`src/rtl/dmem_pkg.sv`:
```
// Shared definitions for the MEM-stage data port: access-size codes, FSM
// states and the lane helpers used to build byte enables and store data.
package dmem_pkg;

  localparam logic [2:0] F3_B  = 3'b000;
  localparam logic [2:0] F3_H  = 3'b001;
  localparam logic [2:0] F3_W  = 3'b010;
  localparam logic [2:0] F3_BU = 3'b100;
  localparam logic [2:0] F3_HU = 3'b101;

  typedef enum logic [1:0] {
    ST_IDLE = 2'd0,
    ST_WAIT = 2'd1,
    ST_RESP = 2'd2
  } state_e;

  // Undefined size codes are refused just like a misaligned access.
  function automatic logic access_ok(input logic [2:0] funct3,
                                     input logic [1:0] addr_lo);
    case (funct3)
      F3_B, F3_BU: access_ok = 1'b1;
      F3_H, F3_HU: access_ok = ~addr_lo[0];
      F3_W:        access_ok = (addr_lo == 2'b00);
      default:     access_ok = 1'b0;
    endcase
  endfunction

  function automatic logic [3:0] lane_be(input logic [2:0] funct3,
                                         input logic [1:0] addr_lo);
    case (funct3)
      F3_B, F3_BU: lane_be = 4'b0001 << addr_lo;
      F3_H, F3_HU: lane_be = 4'b0011 << addr_lo;
      default:     lane_be = 4'b1111;
    endcase
  endfunction

  function automatic logic [31:0] lane_wdata(input logic [2:0]  funct3,
                                             input logic [31:0] wdata);
    case (funct3)
      F3_B, F3_BU: lane_wdata = {4{wdata[7:0]}};
      F3_H, F3_HU: lane_wdata = {2{wdata[15:0]}};
      default:     lane_wdata = wdata;
    endcase
  endfunction

endpackage

```
`src/rtl/dmem_port_if.sv`:
```
// External data-bus bundle: req/ack handshake plus word address, lanes and data.
interface dmem_port_if;
  logic        bus_req;
  logic        bus_we;
  logic [29:0] bus_addr;
  logic [3:0]  bus_be;
  logic [31:0] bus_wdata;
  logic        bus_ack;
  logic        bus_err;
  logic [31:0] bus_rdata;

  modport master (
    output bus_req, bus_we, bus_addr, bus_be, bus_wdata,
    input  bus_ack, bus_err, bus_rdata
  );

  modport slave (
    input  bus_req, bus_we, bus_addr, bus_be, bus_wdata,
    output bus_ack, bus_err, bus_rdata
  );
endinterface

```
`src/rtl/dmem_port_load_align.sv`:
```
// Combinational load alignment: picks the addressed byte/half out of a word
// and sign- or zero-extends it. Kept standalone for reuse on the fetch side.
module load_align
  import dmem_pkg::*;
(
  input  logic [2:0]  funct3,
  input  logic [1:0]  addr_lo,
  input  logic [31:0] word,
  output logic [31:0] result
);

  logic [7:0]  byte_v;
  logic [15:0] half_v;

  assign byte_v = word[{addr_lo, 3'b000} +: 8];
  assign half_v = word[{addr_lo[1], 4'b0000} +: 16];

  always_comb begin
    // NOTE: result gets a value on every path (default arm included) so no latch is inferred.
    case (funct3)
      F3_B:    result = {{24{byte_v[7]}}, byte_v};
      F3_BU:   result = {24'h0, byte_v};
      F3_H:    result = {{16{half_v[15]}}, half_v};
      F3_HU:   result = {16'h0, half_v};
      F3_W:    result = word;
      default: result = 32'h0;
    endcase
  end

endmodule

```
`src/rtl/dmem_port.sv`:
```
// MEM-stage data-memory port: lane alignment, one req/ack bus transaction per
// access with timeout, and the MEM_valid stall signal for the hazard unit.
module dmem_port
  import dmem_pkg::*;
#(
  parameter int unsigned TIMEOUT = 255
) (
  input  logic               clk,
  input  logic               rst_n,
  input  logic               req_read,
  input  logic               req_write,
  input  logic [2:0]         req_funct3,
  input  logic [31:0]        req_addr,
  input  logic [31:0]        req_wdata,
  output logic               MEM_valid,
  output logic [31:0]        rdata,
  output logic               misaligned,
  output logic               err,
  dmem_port_if.master        bus
);

  localparam logic [15:0] CNT_LAST = 16'(TIMEOUT - 1);

  state_e      state;
  logic [15:0] cnt;
  logic [2:0]  f3_q;
  logic [1:0]  lo_q;
  logic [31:0] load_word;

  logic access;
  logic ok;
  logic start;

  assign access = req_read | req_write;
  assign ok     = access_ok(req_funct3, req_addr[1:0]);
  assign start  = (state == ST_IDLE) && access && ok;

  // The stall must be combinational so EXEC freezes in the same cycle the
  // access is first seen; under reset the pipeline is never stalled.
  assign MEM_valid  = ~rst_n | ~(start | (state == ST_WAIT));
  assign misaligned = rst_n & (state == ST_IDLE) & access & ~ok;

  load_align u_load_align (
    .funct3  (f3_q),
    .addr_lo (lo_q),
    .word    (bus.bus_rdata),
    .result  (load_word)
  );

  // NOTE: all state below is updated with non-blocking assignments so every
  // register samples pre-edge values regardless of statement order.
  always_ff @(posedge clk or negedge rst_n) begin
    if (!rst_n) begin
      state         <= ST_IDLE;
      cnt           <= '0;
      f3_q          <= '0;
      lo_q          <= '0;
      rdata         <= '0;
      err           <= 1'b0;
      bus.bus_req   <= 1'b0;
      bus.bus_we    <= 1'b0;
      bus.bus_addr  <= '0;
      bus.bus_be    <= '0;
      bus.bus_wdata <= '0;
    end else begin
      case (state)
        ST_IDLE: begin
          if (start) begin
            state         <= ST_WAIT;
            cnt           <= '0;
            f3_q          <= req_funct3;
            lo_q          <= req_addr[1:0];
            bus.bus_req   <= 1'b1;
            bus.bus_we    <= req_write;
            bus.bus_addr  <= req_addr[31:2];
            bus.bus_be    <= lane_be(req_funct3, req_addr[1:0]);
            bus.bus_wdata <= lane_wdata(req_funct3, req_wdata);
          end
        end

        ST_WAIT: begin
          if (bus.bus_ack) begin
            state       <= ST_RESP;
            cnt         <= '0;
            bus.bus_req <= 1'b0;
            rdata       <= load_word;
            err         <= bus.bus_err;
          end else if (cnt == CNT_LAST) begin
            // The counter would reach TIMEOUT on this edge: abort.
            state       <= ST_RESP;
            cnt         <= '0;
            bus.bus_req <= 1'b0;
            rdata       <= '0;
            err         <= 1'b1;
          end else if (cnt != 16'hFFFF) begin
            cnt <= cnt + 16'd1;
          end
        end

        ST_RESP: begin
          // Result is presented for exactly this cycle; the held request is
          // consumed and not re-issued.
          state <= ST_IDLE;
          rdata <= '0;
          err   <= 1'b0;
        end

        default: state <= ST_IDLE;
      endcase
    end
  end

endmodule

```
`src/flat_wrapper.sv`:
```
// flat-port wrapper written by rule: the top's interface ports become plain ports
module dmem_port_flat import dmem_pkg::*;
#(
  parameter int unsigned TIMEOUT = 255
)
  (clk, rst_n, req_read, req_write, req_funct3, req_addr, req_wdata, MEM_valid, rdata, misaligned, err, bus_bus_req, bus_bus_we, bus_bus_addr, bus_bus_be, bus_bus_wdata, bus_bus_ack, bus_bus_err, bus_bus_rdata);
  dmem_port_if bus_i ();
  input  logic clk;
  input  logic rst_n;
  input  logic req_read;
  input  logic req_write;
  input  logic [2:0] req_funct3;
  input  logic [31:0] req_addr;
  input  logic [31:0] req_wdata;
  output logic MEM_valid;
  output logic [31:0] rdata;
  output logic misaligned;
  output logic err;
  output wire logic [$bits(bus_i.bus_req)-1:0] bus_bus_req;
  output wire logic [$bits(bus_i.bus_we)-1:0] bus_bus_we;
  output wire logic [$bits(bus_i.bus_addr)-1:0] bus_bus_addr;
  output wire logic [$bits(bus_i.bus_be)-1:0] bus_bus_be;
  output wire logic [$bits(bus_i.bus_wdata)-1:0] bus_bus_wdata;
  input wire logic [$bits(bus_i.bus_ack)-1:0] bus_bus_ack;
  input wire logic [$bits(bus_i.bus_err)-1:0] bus_bus_err;
  input wire logic [$bits(bus_i.bus_rdata)-1:0] bus_bus_rdata;
  assign bus_bus_req = bus_i.bus_req;
  assign bus_bus_we = bus_i.bus_we;
  assign bus_bus_addr = bus_i.bus_addr;
  assign bus_bus_be = bus_i.bus_be;
  assign bus_bus_wdata = bus_i.bus_wdata;
  assign bus_i.bus_ack = bus_bus_ack;
  assign bus_i.bus_err = bus_bus_err;
  assign bus_i.bus_rdata = bus_bus_rdata;
  dmem_port #(.TIMEOUT(TIMEOUT)) u_core (.clk(clk), .rst_n(rst_n), .req_read(req_read), .req_write(req_write), .req_funct3(req_funct3), .req_addr(req_addr), .req_wdata(req_wdata), .MEM_valid(MEM_valid), .rdata(rdata), .misaligned(misaligned), .err(err), .bus(bus_i));
endmodule
```
`config.mk`:
```
export PLATFORM = sky130hd
export DESIGN_NAME = dmem_port_flat
export DESIGN_NICKNAME = d
export VERILOG_FILES = /design/src/rtl/dmem_pkg.sv /design/src/rtl/dmem_port_if.sv /design/src/rtl/dmem_port_load_align.sv /design/src/rtl/dmem_port.sv /design/src/flat_wrapper.sv
export SDC_FILE = /design/constraint.sdc
export NUM_CORES = 1
export LEC_CHECK = 0
export CAP_MARGIN = 20
export CORE_MARGIN = 2
export CORE_UTILIZATION = 46
export DETAILED_ROUTE_END_ITERATION = 8
export PLACE_DENSITY = 0.81
export SLEW_MARGIN = 20
export SYNTH_ARGS = -nofsm -noshare
export SYNTH_HDL_FRONTEND = slang
export SYNTH_SLANG_ARGS = --single-unit
```
`constraint.sdc`:
```
create_clock -name clk -period 2 [get_ports clk]
set_input_delay 0.3 -clock clk [delete_from_list [all_inputs] [get_ports clk]]
set_output_delay 0.3 -clock clk [all_outputs]
set_load 0.01 [all_outputs]
```
==> impl_metrics.ini <==
[clock_network]
cts_tree = built
clock_sinks = 124
number_of_buffers_created_by_cts = 17
max-clock-path-buffers = 2
cts.htree.levels = 4
clk-insertion-delay-late_ns = 0.42
clock_tree.root_cell = sky130_fd_sc_hd__clkbuf_16
clkTransAtPathRegs_ns = 0.06

[logic_synthesis]
synth_nets = 716
top_area_cells_in_the_synthesized_netlist = sky130_fd_sc_hd__dfrtp_1, sky130_fd_sc_hd__nand2_1, sky130_fd_sc_hd__mux2i_1, sky130_fd_sc_hd__o2bb2ai_1, sky130_fd_sc_hd__a21oi_1
syn_area_sq_um = 5926
postSynth.asyncResetShare_pct = 100.0
yosysWarningCount = 0
synth.ff_latch_count = 124
synth_area_per_cell_sq_um = 9.730
flip_flop_cell_with_the_highest_count_after_synthesis = sky130_fd_sc_hd__dfrtp_1
netlist.area_leader.share_pct = 52.36
syn-instance-count = 609
synth-edff-count = 0
yosys.cell_types.count = 58
synth.yosys.seq_area_share_pct = 52.36
synthDominantAreaCellType = sky130_fd_sc_hd__dfrtp_1

[worst_setup_path]
r2r_setup_slack_ns = 0.10
rr_startpoint = u_core.cnt[0]$_DFFE_PN0P_
worstRegToRegCells = 7
slowest_delay_ns = 0.39
critical_path.startpoint_type = flip-flop
critical_path.slowest_cell = sky130_fd_sc_hd__o311ai_0
r2r_end = u_core.cnt[5]$_DFFE_PN0P_
worstPathMaxFanout = 6
capturing_element_type_of_the_critical_path = flip-flop
required_time_of_the_critical_path_ns = 2.28
critical_path_class = flip-flop to flip-flop
crit_path_cell_trace = buf_4 > ha_1 > nand3_1 > nor3_1 > and2_1 > o311ai_0 > nand2_1
critPathArrivalTime_ns = 2.18

[final_layout]
final-instance-count-excl-fill = 1021
flow.area_growth_from_synthesis_pct = 51.82
design.final.nets = 943
final_core_util_pct = 71.29
drive_gt1_share_pct = 10.38

[routing]
overall_routed_net_length_mm = 18.12
vias_per_cell = 5.504
drt_pass1_iterations = 6
total_number_of_vias = 5620
drc_errors = 0
drt_first_iter_violations = 573
wire_per_inst_microns = 17.75
antenna_left = 0

[global_route]
number_of_global_route_vias_before_repair = 5536
antenna_violations_before_repair = 1
first_pass_grt_wire_length_mm = 28.86
global_route.usage.total_pct = 26.46
grt_start_max_net_pins = 98
grt_overflow = 0

[pwr]
internal-power_mw = 7.943
sum_of_internal_switching_and_leakage_power_mw = 11.64
p_leak_nw = 4.002
share_seq_of_total_power_pct = 33.6
total_switching_power_mw = 3.693
ir_drop_v = 0.0008706
power.switching_fraction_pct = 31.74
power_frac_clock_pct = 28.5
total_power_density_per_cell_area_nw_per_um2 = 1293
combPwrFrac_pct = 38.0

[floorplanning]
core_sq_um = 12620
die_width_microns = 117.5
dieArea_sq_um = 13810
initial_utilization_pct = 46.96
floorplan.die.height_microns = 117.5
fp-row-count = 41
top_ports = 208

[timing]
slew_violations = 0
hold_viol_final = 0
final_period_minus_worst_setup_slack_ns = 1.896
min_period_over_period_pct = 94.81
relSlewSlack_pct = 54.10
clock.fmax_mhz = 527.4
setup_ws_ns = 0.1038
setup_viol = 0
grt_setup_unrepaired = no
whs_ns = 0.2415
tightestPinTransition_ns = 0.6884
finClkSkew_ns = 0.01212

[status]
run_status = complete, no violations

[placed_design]
dpl_hpwl_mm = 12.89
port-buffer-count = 207
post-place-ws_ns = -0.3884
place_congestion = 0.9257
dp_cells = 987

[job]
cap_violations = 0

[hold_path]
min-delay-path-class = primary input to async pin
[worst max-delay path, delay by kind of cell, from the launching register on]
kind / cells / cell delay (ns)
buffers and inverters: 1 / 0.15
DFF: 1 / 0.37
and+or+nand+nor: 4 / 0.60
AOI/OAI and AO/OA: 1 / 0.39
adders and majority gates: 1 / 0.25
[layer usage]
metal / GRT usage (%) / share of wire, % / vias up
met3: 11.14 / 9.9 / 32
met4: 8.961 / 1.8 / 0
met2: 43.60 / 48 / 253
met5: 0 / 0 / -
met1: 31.30 / 40 / 2720
li1: - / - / 2615
[metrics by stage]
step                instance area, sq um  TNS [ns]
floorplan                           5926         0
global placement                    8325    -7.258
detailed placement                  8325    -9.449
CTS                                 8986         0
global route                        8996         0
finish                              8996         0
[cell families (layout without fill, tap and decap cells)]
kind of cell,after synthesis,count (layout),share of synthesized area (%)
other cells,0,1,0
simple gates,246,246,18.86
xor+xnor,1,1,0.1478
compound gates,155,155,17.69
mux,34,34,5.954
buf+inv,47,286,4.561
fa+ha+maj,2,2,0.4222
flops,124,124,52.36
[power by group through the flow]
stage          registers, mW  clock network, mW  logic, mW
2_1_floorplan           4.20                  0       1.63
3_3_place_gp            3.87                  0       4.30
3_5_place_dp            3.92                  0       4.40
4_1_cts                 3.90               3.37       4.44
5_1_grt                 3.99               3.48       4.75
6_report                3.90               3.31       4.42
[synthesized netlist by cell type (8+ instances only)]
| cell type | n |
|---|---|
| sky130_fd_sc_hd__a21oi_1 | 43 |
| sky130_fd_sc_hd__a221oi_1 | 14 |
| sky130_fd_sc_hd__a31oi_1 | 10 |
| sky130_fd_sc_hd__buf_2 | 18 |
| sky130_fd_sc_hd__buf_6 | 8 |
| sky130_fd_sc_hd__clkbuf_1 | 9 |
| sky130_fd_sc_hd__dfrtp_1 | 124 |
| sky130_fd_sc_hd__inv_1 | 9 |
| sky130_fd_sc_hd__mux2i_1 | 33 |
| sky130_fd_sc_hd__nand2_1 | 171 |
| sky130_fd_sc_hd__nand3_1 | 8 |
| sky130_fd_sc_hd__nor2_1 | 26 |
| sky130_fd_sc_hd__o21ai_0 | 34 |
| sky130_fd_sc_hd__o2bb2ai_1 | 31 |
[flip-flops by register name (all words and copies together), names as in the netlist]
name	flops
u_core.bus.bus_addr	30
u_core.bus.bus_be	4
u_core.bus.bus_req	1
u_core.bus.bus_wdata	32
u_core.bus.bus_we	1
u_core.cnt	16
u_core.err	1
u_core.f3_q	3
u_core.lo_q	2
u_core.rdata	32
u_core.state	2
[placed cells by master, fill, tap and decap left out, types with 4 or more instances in the layout]
| master | Yosys | final |
|---|---|---|
| sky130_fd_sc_hd__clkdlybuf4s50_1 | 0 | 201 |
| sky130_fd_sc_hd__nand2_1 | 171 | 171 |
| sky130_fd_sc_hd__dfrtp_1 | 124 | 124 |
| sky130_fd_sc_hd__a21oi_1 | 43 | 42 |
| sky130_fd_sc_hd__o21ai_0 | 34 | 34 |
| sky130_fd_sc_hd__buf_4 | 3 | 34 |
| sky130_fd_sc_hd__mux2i_1 | 33 | 33 |
| sky130_fd_sc_hd__o2bb2ai_1 | 31 | 31 |
| sky130_fd_sc_hd__nor2_1 | 26 | 25 |
| sky130_fd_sc_hd__clkbuf_16 | 0 | 17 |
| sky130_fd_sc_hd__a221oi_1 | 14 | 14 |
| sky130_fd_sc_hd__a31oi_1 | 10 | 10 |
| sky130_fd_sc_hd__inv_1 | 9 | 9 |
| sky130_fd_sc_hd__nand3_1 | 8 | 8 |
| sky130_fd_sc_hd__buf_12 | 0 | 5 |
| sky130_fd_sc_hd__and3_1 | 4 | 4 |
| sky130_fd_sc_hd__nand4_1 | 4 | 4 |
| sky130_fd_sc_hd__clkbuf_8 | 0 | 4 |
| sky130_fd_sc_hd__bufinv_16 | 0 | 4 |
[area by class of cell]
cell class	instances	area, sq um
Clock inverter	9	160.2
Sequential cell	124	3103
Fill cell	948	3623
Timing Repair Buffer	246	2421
Inverter	9	33.78
Clock buffer	22	484.2
Antenna cell	1	2.502
Multi-Input combinational cell	438	2576
Tap cell	172	215.2
[what timing repair did]
action | 4_1_cts | 5_1_grt
endpoints found under the hold margin | 27 | 0
gates resized for setup | 6 | 4
endpoints found under the setup margin | 2 | 4
pin swaps | 2 | 1
setup buffers | 1 | 0
hold buffers | 1 | 0
[worst max-delay path by stage]
stage | startpoint | endpoint | slack [ns] | depth (start not counted)
after floorplan | u_core.cnt[0]$_DFFE_PN0P_ | u_core.rdata[16]$_DFFE_PN0P_ | 0.30 | 9
after global routing | u_core.f3_q[0]$_DFFE_PN0P_ | u_core.rdata[0]$_DFFE_PN0P_ | 0.02 | 4
after global placement | req_funct3[0] | misaligned | -0.39 | 5
after CTS | u_core.state[1]$_DFFE_PN0P_ | misaligned | 0.01 | 4
after detailed placement | req_funct3[0] | misaligned | -0.39 | 5
final | u_core.cnt[0]$_DFFE_PN0P_ | u_core.cnt[5]$_DFFE_PN0P_ | 0.10 | 7
(Power assumes the default switching activity.)
